--- config.mk ---
export PLATFORM = sky130hd
export DESIGN_NAME = reg_access_seq
export DESIGN_NICKNAME = d
export VERILOG_FILES = /design/src/rtl/reg_access_pkg.sv /design/src/rtl/reg_scoreboard.sv /design/src/rtl/reg_access_seq.sv
export SDC_FILE = /design/constraint.sdc
export NUM_CORES = 1
export LEC_CHECK = 0
export ABC_CLOCK_PERIOD_IN_PS = 4600
export BUFFER_PORTS_ARGS = -buffer_cell sky130_fd_sc_hd__buf_2
export CAP_MARGIN = 20
export CORE_ASPECT_RATIO = 0.75
export CORE_UTILIZATION = 45
export DETAILED_ROUTE_END_ITERATION = 8
export GPL_TIMING_DRIVEN = 0
export PLACE_DENSITY = 0.74
export RECOVER_POWER = 25
export SYNTH_ARGS = -nofsm -noshare
export SYNTH_HDL_FRONTEND = slang
export SYNTH_SLANG_ARGS = --single-unit
--- constraint.sdc ---
create_clock -name clk -period 4.6 [get_ports clk]
set_input_delay 0.23 -clock clk [delete_from_list [all_inputs] [get_ports clk]]
set_output_delay 0.23 -clock clk [all_outputs]
set_load 0.005 [all_outputs]
--- src/rtl/reg_access_pkg.sv ---
// reg_access_pkg
//   Shared types and constants for the register-access sequencer slice.
//   seq_state_t : sequencer FSM states (IDLE, WAIT, READ, HOLD)
//   AREG_W_DEF  : default register address width
//   DATA_W_DEF  : default operand / writeback data width
//   REG_ZERO    : index of the hard-wired zero register
package reg_access_pkg;

    localparam int unsigned AREG_W_DEF = 5;
    localparam int unsigned DATA_W_DEF = 32;
    localparam int unsigned REG_ZERO   = 0;

    typedef enum logic [1:0] {
        IDLE,
        WAIT,
        READ,
        HOLD
    } seq_state_t;

endpackage

--- src/rtl/reg_scoreboard.sv ---
// reg_scoreboard
//   Per-register pending bits plus a count of in-flight register-writing
//   instructions, with a RAW hazard check for two source addresses.
//   Optional feature macro: REG_ACCESS_EARLY_RELEASE_EN
//     defined   : hazard ignores a pending bit being cleared in the same cycle
//     undefined : hazard looks at the registered pending bits only
// Ports
//   clk, rst          clock, synchronous active-high reset
//   set_en, set_addr  mark a register pending (ignored for the zero register)
//   clr_en, clr_addr  writeback clears a register (ignored for the zero register)
//   chk_rs, chk_rt    source addresses to check
//   hazard            a non-zero source is pending
//   count             in-flight register-writing instructions
module reg_scoreboard
    import reg_access_pkg::*;
#(
    parameter int unsigned AREG_W          = AREG_W_DEF,
    parameter int unsigned MAX_OUTSTANDING = 4,
    localparam int unsigned CNT_W          = $clog2(MAX_OUTSTANDING + 1)
) (
    input  logic              clk,
    input  logic              rst,
    input  logic              set_en,
    input  logic [AREG_W-1:0] set_addr,
    input  logic              clr_en,
    input  logic [AREG_W-1:0] clr_addr,
    input  logic [AREG_W-1:0] chk_rs,
    input  logic [AREG_W-1:0] chk_rt,
    output logic              hazard,
    output logic [CNT_W-1:0]  count
);

    localparam int unsigned       NREG = 1 << AREG_W;
    localparam logic [AREG_W-1:0] ZERO = AREG_W'(REG_ZERO);

    logic [NREG-1:0] pending;
    logic [NREG-1:0] eff_pending;
    logic            set_hit;
    logic            clr_hit;

    assign set_hit = set_en && (set_addr != ZERO);
    // A writeback to a register that is not pending changes nothing.
    assign clr_hit = clr_en && (clr_addr != ZERO) && pending[clr_addr];

    always_ff @(posedge clk) begin
        if (rst) begin
            pending <= '0;
            count   <= '0;
        end else begin
            if (clr_hit) pending[clr_addr] <= 1'b0;
            // Set is applied last so it wins over a same-register clear.
            if (set_hit) pending[set_addr] <= 1'b1;
            case ({set_hit, clr_hit})
                2'b10:   count <= count + CNT_W'(1);
                2'b01:   count <= count - CNT_W'(1);
                default: count <= count;
            endcase
        end
    end

`ifdef REG_ACCESS_EARLY_RELEASE_EN
    // The RF commits this writeback at the end of the cycle, so a READ
    // scheduled for the next cycle already observes the new value.
    always_comb begin
        eff_pending = pending;
        if (clr_en && (clr_addr != ZERO)) eff_pending[clr_addr] = 1'b0;
    end
`else
    assign eff_pending = pending;
`endif

    assign hazard = ((chk_rs != ZERO) && eff_pending[chk_rs]) ||
                    ((chk_rt != ZERO) && eff_pending[chk_rt]);

endmodule

--- src/rtl/reg_access_seq.sv ---
// reg_access_seq
//   Operand-fetch and writeback sequencer on the initiator side of the
//   register-file port. Accepts decoded rs/rt/rd, stalls on RAW hazards
//   against in-flight writes, reads the RF, presents operands to execute,
//   and commits writeback results to the RF write port.
//   Optional feature macro: REG_ACCESS_EARLY_RELEASE_EN (see reg_scoreboard)
// Ports
//   clk, rst                              clock, synchronous active-high reset
//   dec_valid/dec_ready, dec_rs/rt/rd/wen decode handshake and fields
//   rf_rs/rf_rt, rf_rdata_a/rf_rdata_b    RF read addresses and data
//   ex_valid/ex_ready, ex_a/b/rd/wen      operands to execute
//   wb_valid/wb_ready, wb_rd/wb_data      writeback from execute
//   rf_we/rf_waddr/rf_wdata               RF write port
module reg_access_seq
    import reg_access_pkg::*;
#(
    parameter int unsigned DATA_W          = DATA_W_DEF,
    parameter int unsigned AREG_W          = AREG_W_DEF,
    parameter int unsigned MAX_OUTSTANDING = 4
) (
    input  logic              clk,
    input  logic              rst,
    input  logic              dec_valid,
    output logic              dec_ready,
    input  logic [AREG_W-1:0] dec_rs,
    input  logic [AREG_W-1:0] dec_rt,
    input  logic [AREG_W-1:0] dec_rd,
    input  logic              dec_wen,
    output logic [AREG_W-1:0] rf_rs,
    output logic [AREG_W-1:0] rf_rt,
    input  logic [DATA_W-1:0] rf_rdata_a,
    input  logic [DATA_W-1:0] rf_rdata_b,
    output logic              ex_valid,
    input  logic              ex_ready,
    output logic [DATA_W-1:0] ex_a,
    output logic [DATA_W-1:0] ex_b,
    output logic [AREG_W-1:0] ex_rd,
    output logic              ex_wen,
    input  logic              wb_valid,
    output logic              wb_ready,
    input  logic [AREG_W-1:0] wb_rd,
    input  logic [DATA_W-1:0] wb_data,
    output logic              rf_we,
    output logic [AREG_W-1:0] rf_waddr,
    output logic [DATA_W-1:0] rf_wdata
);

    localparam int unsigned       CNT_W = $clog2(MAX_OUTSTANDING + 1);
    localparam logic [AREG_W-1:0] ZERO  = AREG_W'(REG_ZERO);

    seq_state_t        state;
    logic [AREG_W-1:0] cap_rs;
    logic [AREG_W-1:0] cap_rt;
    logic [AREG_W-1:0] cap_rd;
    logic              cap_wen;
    logic              hazard;
    logic [CNT_W-1:0]  count;
    logic [AREG_W-1:0] chk_rs;
    logic [AREG_W-1:0] chk_rt;
    logic              ex_fire;

    // In IDLE the hazard is judged on the incoming fields so the accept
    // cycle already chooses between WAIT and READ.
    assign chk_rs = (state == IDLE) ? dec_rs : cap_rs;
    assign chk_rt = (state == IDLE) ? dec_rt : cap_rt;

    assign ex_fire = (state == HOLD) && ex_ready;

    reg_scoreboard #(
        .AREG_W          (AREG_W),
        .MAX_OUTSTANDING (MAX_OUTSTANDING)
    ) u_sb (
        .clk      (clk),
        .rst      (rst),
        .set_en   (ex_fire && ex_wen),
        .set_addr (ex_rd),
        .clr_en   (wb_valid),
        .clr_addr (wb_rd),
        .chk_rs   (chk_rs),
        .chk_rt   (chk_rt),
        .hazard   (hazard),
        .count    (count)
    );

    assign dec_ready = (state == IDLE) && (count < CNT_W'(MAX_OUTSTANDING));
    assign ex_valid  = (state == HOLD);
    assign rf_rs     = cap_rs;
    assign rf_rt     = cap_rt;

    always_ff @(posedge clk) begin
        if (rst) begin
            state   <= IDLE;
            cap_rs  <= '0;
            cap_rt  <= '0;
            cap_rd  <= '0;
            cap_wen <= 1'b0;
            ex_a    <= '0;
            ex_b    <= '0;
            ex_rd   <= '0;
            ex_wen  <= 1'b0;
        end else begin
            case (state)
                IDLE: begin
                    if (dec_valid && dec_ready) begin
                        cap_rs  <= dec_rs;
                        cap_rt  <= dec_rt;
                        cap_rd  <= dec_rd;
                        cap_wen <= dec_wen;
                        state   <= hazard ? WAIT : READ;
                    end
                end
                WAIT: begin
                    if (!hazard) state <= READ;
                end
                READ: begin
                    ex_a   <= (cap_rs == ZERO) ? '0 : rf_rdata_a;
                    ex_b   <= (cap_rt == ZERO) ? '0 : rf_rdata_b;
                    ex_rd  <= cap_rd;
                    ex_wen <= cap_wen;
                    state  <= HOLD;
                end
                HOLD: begin
                    if (ex_ready) state <= IDLE;
                end
                default: state <= IDLE;
            endcase
        end
    end

    assign wb_ready = 1'b1;
    assign rf_we    = wb_valid && (wb_rd != ZERO);
    assign rf_waddr = wb_rd;
    assign rf_wdata = wb_data;

endmodule

# == Word level (Yosys, flattened, before mapping) ==
# Index checks and enable logic that the tools add are counted.
# op_classes
n_addsub,2
magnitude_cmp,7
n_eq_ne,8
n_mux,23
n_bitwise,3
reduce_logical,22
# ops
operator,n
32-bit 2-to-1 mux,5
32-bit bitwise AND,1
32-bit inverter,1
32-bit OR,1
5-bit by 6-bit < comparator with 1-bit output (second input constant),4
5-bit nonzero test,4
1-bit binary-select mux with 5-bit select,3
1-bit logical AND,11
1-bit demux with 5-bit select,2
5-bit by 1-bit greater-or-equal comparator with 1-bit output (second input constant),2
5-bit logical NOT,2
5-bit 2-to-1 mux,2
2-bit 2-to-1 mux,4
2-bit case mux with 4 select lines,1
2-bit equality test (second input constant),3
3-bit case mux with 2 select lines,1
1-bit 2-to-1 mux,5
2-bit by 1-bit equality test with 1-bit output (second input constant),2
2-bit by 1-bit inequality test with 1-bit output (second input constant),2
3-bit by 1-bit adder with 3-bit output (second input constant),1
3-bit < comparator (second input constant),1
3-bit AND reduction,1
3-bit by 1-bit subtractor with 3-bit output (second input constant),1
2-bit logical NOT,1
4 further kinds,4
# word_totals
ff_bits,123
inputBits,122

# == Depth between registers and ports, before layout ==
# depth
ltp_word,10
ltp_mapped,13
depth_no_buf,10

# == Hierarchy ==
# From an unflattened synthesis, not the netlist that was laid out.
# unflattened
hier_cells,723
hier_area_um2,6870.3
# modules_own_cells
module,n_inst,cells_each,area_each_um2,seq_area_each_um2
reg_access_seq,1,461,4405.5,1761.7
reg_scoreboard,1,262,2464.9,700.7

# == Worst setup path before layout ==
# Ideal clock, no wire load.
# synth_timing
path_kind,input to register
from,input port wb_rd[1]
to,register u_sb.count[2]
setup_ps,70
arrival_time_ps,2370
required_ps,4530
slack_ps,2159
path_stages,12
path_buffers,2
path_cell_list,buf_6 > mux4_1 > a32oi_1 > nand4_1 > and2_1 > buf_6 > ha_1 > inv_1 > fa_1 > xor2_1 > or3_1 > a21oi_1
# synth_between
elab_chain_len,5
word_cells_on_any_way,9
# synth_rtl
element,line,text
from (decl),reg_access_seq.sv:41,"input logic [AREG_W-1:0] wb_rd,"
1-bit binary-select mux with 5-bit select or 5-bit nonzero test (tied branches),reg_scoreboard.sv:43,assign clr_hit = clr_en && (clr_addr != ZERO) && pending[clr_addr];
1-bit 2-to-1 mux (implied by the code) or 1-bit logical AND (tied branches),reg_scoreboard.sv:43,
1-bit logical AND (*),reg_scoreboard.sv:43,
2-bit by 1-bit equality test with 1-bit output or 2-bit equality test (tied branches),reg_scoreboard.sv:53,"case ({set_hit, clr_hit})"
3-bit case mux with 2 select lines or 2-bit nonzero test (tied branches),n/a,
to (signal assigned),reg_scoreboard.sv:54,2'b10: count <= count + CNT_W'(1);
to (signal assigned),reg_scoreboard.sv:55,2'b01: count <= count - CNT_W'(1);
to (signal assigned),reg_scoreboard.sv:56,default: count <= count;
to (decl),reg_scoreboard.sv:30,output logic [CNT_W-1:0] count
# Every way passes the cells marked *; elsewhere a longest branch is shown, timed or not. The select of a mux whose other input is x is not followed.
# A chain may end at the register's enable or synchronous reset.

# == Final worst setup path ==
# layout_timing
from,register state[0]
to,register state[0]
# layout_between
elab_chain_len,9
word_cells_on_any_way,24
# layout_rtl
element,line,text
from (decl),reg_access_seq.sv:51,seq_state_t state;
from (signal assigned),reg_access_seq.sv:109,state <= hazard ? WAIT : READ;
2-bit logical NOT,n/a,
5-bit 2-to-1 mux (on tied branches),"reg_access_seq.sv:64, reg_access_seq.sv:65",
1-bit binary-select mux with 5-bit select (on tied branches),"reg_scoreboard.sv:72, reg_scoreboard.sv:73",
1-bit 2-to-1 mux (on tied branches),"reg_scoreboard.sv:72, reg_scoreboard.sv:73",
1-bit logical AND (on tied branches),"reg_scoreboard.sv:72, reg_scoreboard.sv:73",
1-bit logical OR,reg_scoreboard.sv:72,assign hazard = ((chk_rs != ZERO) && eff_pending[chk_rs]) ||
2-bit 2-to-1 mux,reg_access_seq.sv:109,
2-bit 2-to-1 mux,reg_access_seq.sv:104,if (dec_valid && dec_ready) begin
2-bit case mux with 4 select lines,reg_access_seq.sv:102,case (state)
# Several ways; a longest one is shown, not always the timed one. The select of a mux whose other input is x is not followed.

==> run_results.csv <==
group,metric,value,unit
status,status,"finished clean",
placed_design,portBuffers,208,
logic_synthesis,ys_seq_area_share,37.3,%
sta,tightest_slew,744,ps
floorplanning,initial_utilization,47.0,%
layout,fin_cells,1245,
detailed_routing,firstDrtPassIters,7,
grt,gr-total-overflow,0,
critical_path,path_buf_inv,2,
cts,clkLatencyLatePin,410,ps
logic_synthesis,yosys_warnings,0,
critical_path,cp.arrival,3110,ps
critical_path,cp-end-kind,"flip-flop",
grt,grt_usage,27.4,%
grt,grt_pass1_wl,32500,µm
logic_synthesis,avgSynthCellArea,8.15,µm²
sta,setup_viol,0,
placed_design,dp_hpwl,15400,µm
critical_path,r2r_cells,9,
floorplanning,io_pins,243,
logic_synthesis,synth_ff_type,"dfxtp_1",
critical_path,path_delay_family,"multiplexers",
detailed_routing,route.vias.total,6804,
logic_synthesis,synth-edff-count,0,
detailed_routing,drc,0,
grt,antenna_found_initial,1,
logic_synthesis,ys_types,61,
cts,cts.root.buffer_cell,"clkbuf_16",
critical_path,path_cells,"inv_1 -> ha_1 -> buf_4 -> mux2i_4 -> mux4_2 -> a211oi_1 -> nor3_1 -> nor4_1 -> nor3_1",
placed_design,place_inst,1212,
sta,period_minus_slack,2860,ps
hold_path,whs_path_depth,3,
detailed_routing,ant_nets,0,
layout,drive_gt1_share,27.8,%
detailed_routing,drt_iter0_markers,689,
floorplanning,core_area,14000,µm²
sta,holdWs,39.9,ps
sta,finalCritPeriodShare,62.1,%
power_and_ir_drop,powerDensity,460,nW/µm²
sta,rsz0062_at_grt,"no",
critical_path,rr_endpoint,"state[0]$_SDFFE_PP0P_",
logic_synthesis,synth_top_area_share,37.3,%
sta,finClkSkew,11.6,ps
cts,cts_buffers,17,
sta,slew_violations,0,
layout,post-route-cell-area,8450,µm²
grt,grt_pass1_vias,6363,
critical_path,critical_path_required,4850,ps
job,cap_viol_max_count,0,
detailed_routing,wl_per_cell,16.6,µm
critical_path,crit_path_max_fanout,7,
grt,grt_max_degree,17,
floorplanning,num_rows,37,
power_and_ir_drop,leakage,3.65,nW
critical_path,cpMostUsedCell,"nor3_1",
cts,cts_tree,"built",
critical_path,crit_start,"state[0]$_SDFFE_PP0P_",
critical_path,cp_slowest_cell,"mux4_2",
floorplanning,die_width,142,µm
layout,areaGrowthSynthToFinish,28.1,%
critical_path,startpoint_type,"flip-flop",
placed_design,gp_congestion,0.960,
logic_synthesis,ys_async_sr_fraction,0,%
logic_synthesis,synthTopCellsByArea,"dfxtp_1, a21oi_1, nor2b_1",
critical_path,r2r_start,"state[0]$_SDFFE_PP0P_",
logic_synthesis,syn-instance-count,809,
cts,htree_levels,4,
cts,clockBufferDepth,2,
critical_path,crit_type,"flip-flop to flip-flop",
sta,setup_tns,0,ps
logic_synthesis,synth_area,6600,µm²
critical_path,slowest_delay,570,ps
layout,nNetsFinal,1165,
floorplanning,die_area,15100,µm²
cts,hold_buffers,0,
logic_synthesis,yosys.area.top_type,"dfxtp_1",
sta,fmax,350,MHz
hold_path,hold_path.class,"input pin to flip-flop",
critical_path,r2r_slack,1740,ps
sta,relSlewSlack,50.4,%
logic_synthesis,syn_nets,938,
logic_synthesis,ys_seq_elements,123,
cts,cts.clk_slew.worst_paths,70,ps
detailed_routing,vias_per_cell,5.47,
cts,ctsResizeCount,0,
cts,clock-sinks,123,
layout,fillers,1321,
sta,hold_viol,0,
hold_path,hp-start,"rf_rdata_b[14]",
detailed_routing,wl,20700,µm
hold_path,holdPathEnd,"ex_b[14]$_SDFFE_PP0P_",
power_and_ir_drop,max-vdd-ir-drop,318,µV
placed_design,dpl_cell_area,7880,µm²
cts,post-cts-setup-buffers,0,
floorplanning,die_h,107,µm
[routing by layer]
layer | global-route usage, % | routed length (µm) | up-vias
met4 | 9.22 | 369 | 0
met1 | 37.7 | 9080 | 3178
met3 | 6.39 | 2210 | 28
met5 | 0 | 0 | -
li1 | - | - | 3234
met2 | 42.2 | 9050 | 364
[area by class of cell]
cell class | instances | area [µm²] | share of cell area, %
Multi-Input combinational cell | 584 | 3560 | 42.2
Antenna cell | 1 | 2.50 | 0.0296
Tap cell | 195 | 244 | 2.89
Sequential cell | 123 | 2460 | 29.1
Clock inverter | 15 | 171 | 2.03
Clock buffer | 17 | 425 | 5.03
Inverter | 13 | 48.8 | 0.578
Timing Repair Buffer | 208 | 1010 | 12.0
Buffer | 89 | 522 | 6.18
[Yosys cell counts, drive strengths merged (2+ instances only)]
cell type	number
o22ai	7
or4	2
o32ai	3
o41ai	2
nand3b	4
a21boi	3
and3	5
ha	6
nand3	6
clkbuf	35
nor2	95
nand2b	7
a21oi	123
nor2b	88
buf	54
a32oi	3
or3	3
o21a	2
or3b	2
nand4	2
a22oi	2
mux4	12
mux2i	19
xor2	2
a211oi	13
dfxtp	123
o31ai	7
o21ai	35
inv	13
mux2	7
a221oi	4
nor3	8
and2	3
a31oi	6
nand2	79
o221ai	2
nor3b	6
o211ai	5
[flip-flops by register name, summed over array words and instances, names as in the netlist]
signal,flops
rf_rs,5
u_sb.eff_pending,32
state,2
ex_rd,5
rf_rt,5
ex_a,32
ex_b,32
ex_wen,1
cap_rd,5
u_sb.count,3
cap_wen,1
[cell usage in the layout (no fill, tap or decap), types with 4 or more instances in the layout]
master,Yosys,routed
buf_2,3,187
a21oi_1,123,123
dfxtp_1,123,123
nor2_1,94,94
nor2b_1,88,88
nand2_1,77,77
clkbuf_1,35,59
o21ai_0,27,27
clkbuf_4,0,27
clkbuf_16,0,17
mux2i_1,16,16
buf_4,41,14
inv_1,13,13
a211oi_1,13,13
mux4_2,10,10
nor3_1,8,8
o21ai_1,8,8
o31ai_1,7,7
nand2b_1,7,7
o22ai_1,7,7
nor3b_1,6,6
buf_1,6,6
mux2_2,6,6
a31oi_1,6,6
ha_1,6,6
inv_8,0,6
and3_1,5,5
nand3_1,5,5
o211ai_1,5,5
buf_6,4,4
a221oi_1,4,4
inv_6,0,4
[worst register-to-register path, delay by kind of cell, from the launching register on]
kind                       cells  cell delay (ps)
muxes                          2             1010
and+or+nand+nor                3              510
adders and majority gates      1              170
AOI/OAI and AO/OA              1              350
DFF                            1              330
buffers and inverters          2              340
[cell families (layout without fill, tap and decap cells)]
| group | after synthesis | in the layout | share of synthesized area, % |
|---|---|---|---|
| AO/OA/AOI/OAI | 224 | 224 | 19.8 |
| adder cells (fa/ha/maj) | 7 | 7 | 1.44 |
| other | 1 | 2 | 0.0569 |
| flip-flops | 123 | 123 | 37.3 |
| AND/OR/NAND/NOR | 312 | 312 | 23.5 |
| XOR/XNOR | 2 | 2 | 0.266 |
| buffers and inverters | 102 | 342 | 8.65 |
| multiplexers | 38 | 38 | 8.92 |
[per-stage QoR]
stage	worst slack (ps)	utilization, %	power [mW]
6_report	1740	60.2	3.89
5_1_grt	1470	60.2	4.08
4_1_cts	1770	60.4	3.89
3_5_place_dp	1770	56.2	2.54
3_3_place_gp	1790	56.2	2.52
2_1_floorplan	2160	-	2.14
[worst max-delay path by stage]
| stage | end | depth (start not counted) |
|---|---|---|
| after floorplan | u_sb.count[2]$_SDFFE_PP0P_ | 12 |
| after global placement | u_sb.count[2]$_SDFFE_PP0P_ | 13 |
| after detailed placement | u_sb.count[2]$_SDFFE_PP0P_ | 13 |
| after CTS | state[0]$_SDFFE_PP0P_ | 9 |
| after global routing | state[1]$_SDFFE_PP0P_ | 12 |
| final | state[0]$_SDFFE_PP0P_ | 9 |
[power breakdown]
part           switching, mW  internal [mW]
combinational          0.794          0.537
sequential            0.0621           1.15
clock                  0.566          0.776
Power figures use the tool's default switching activity.
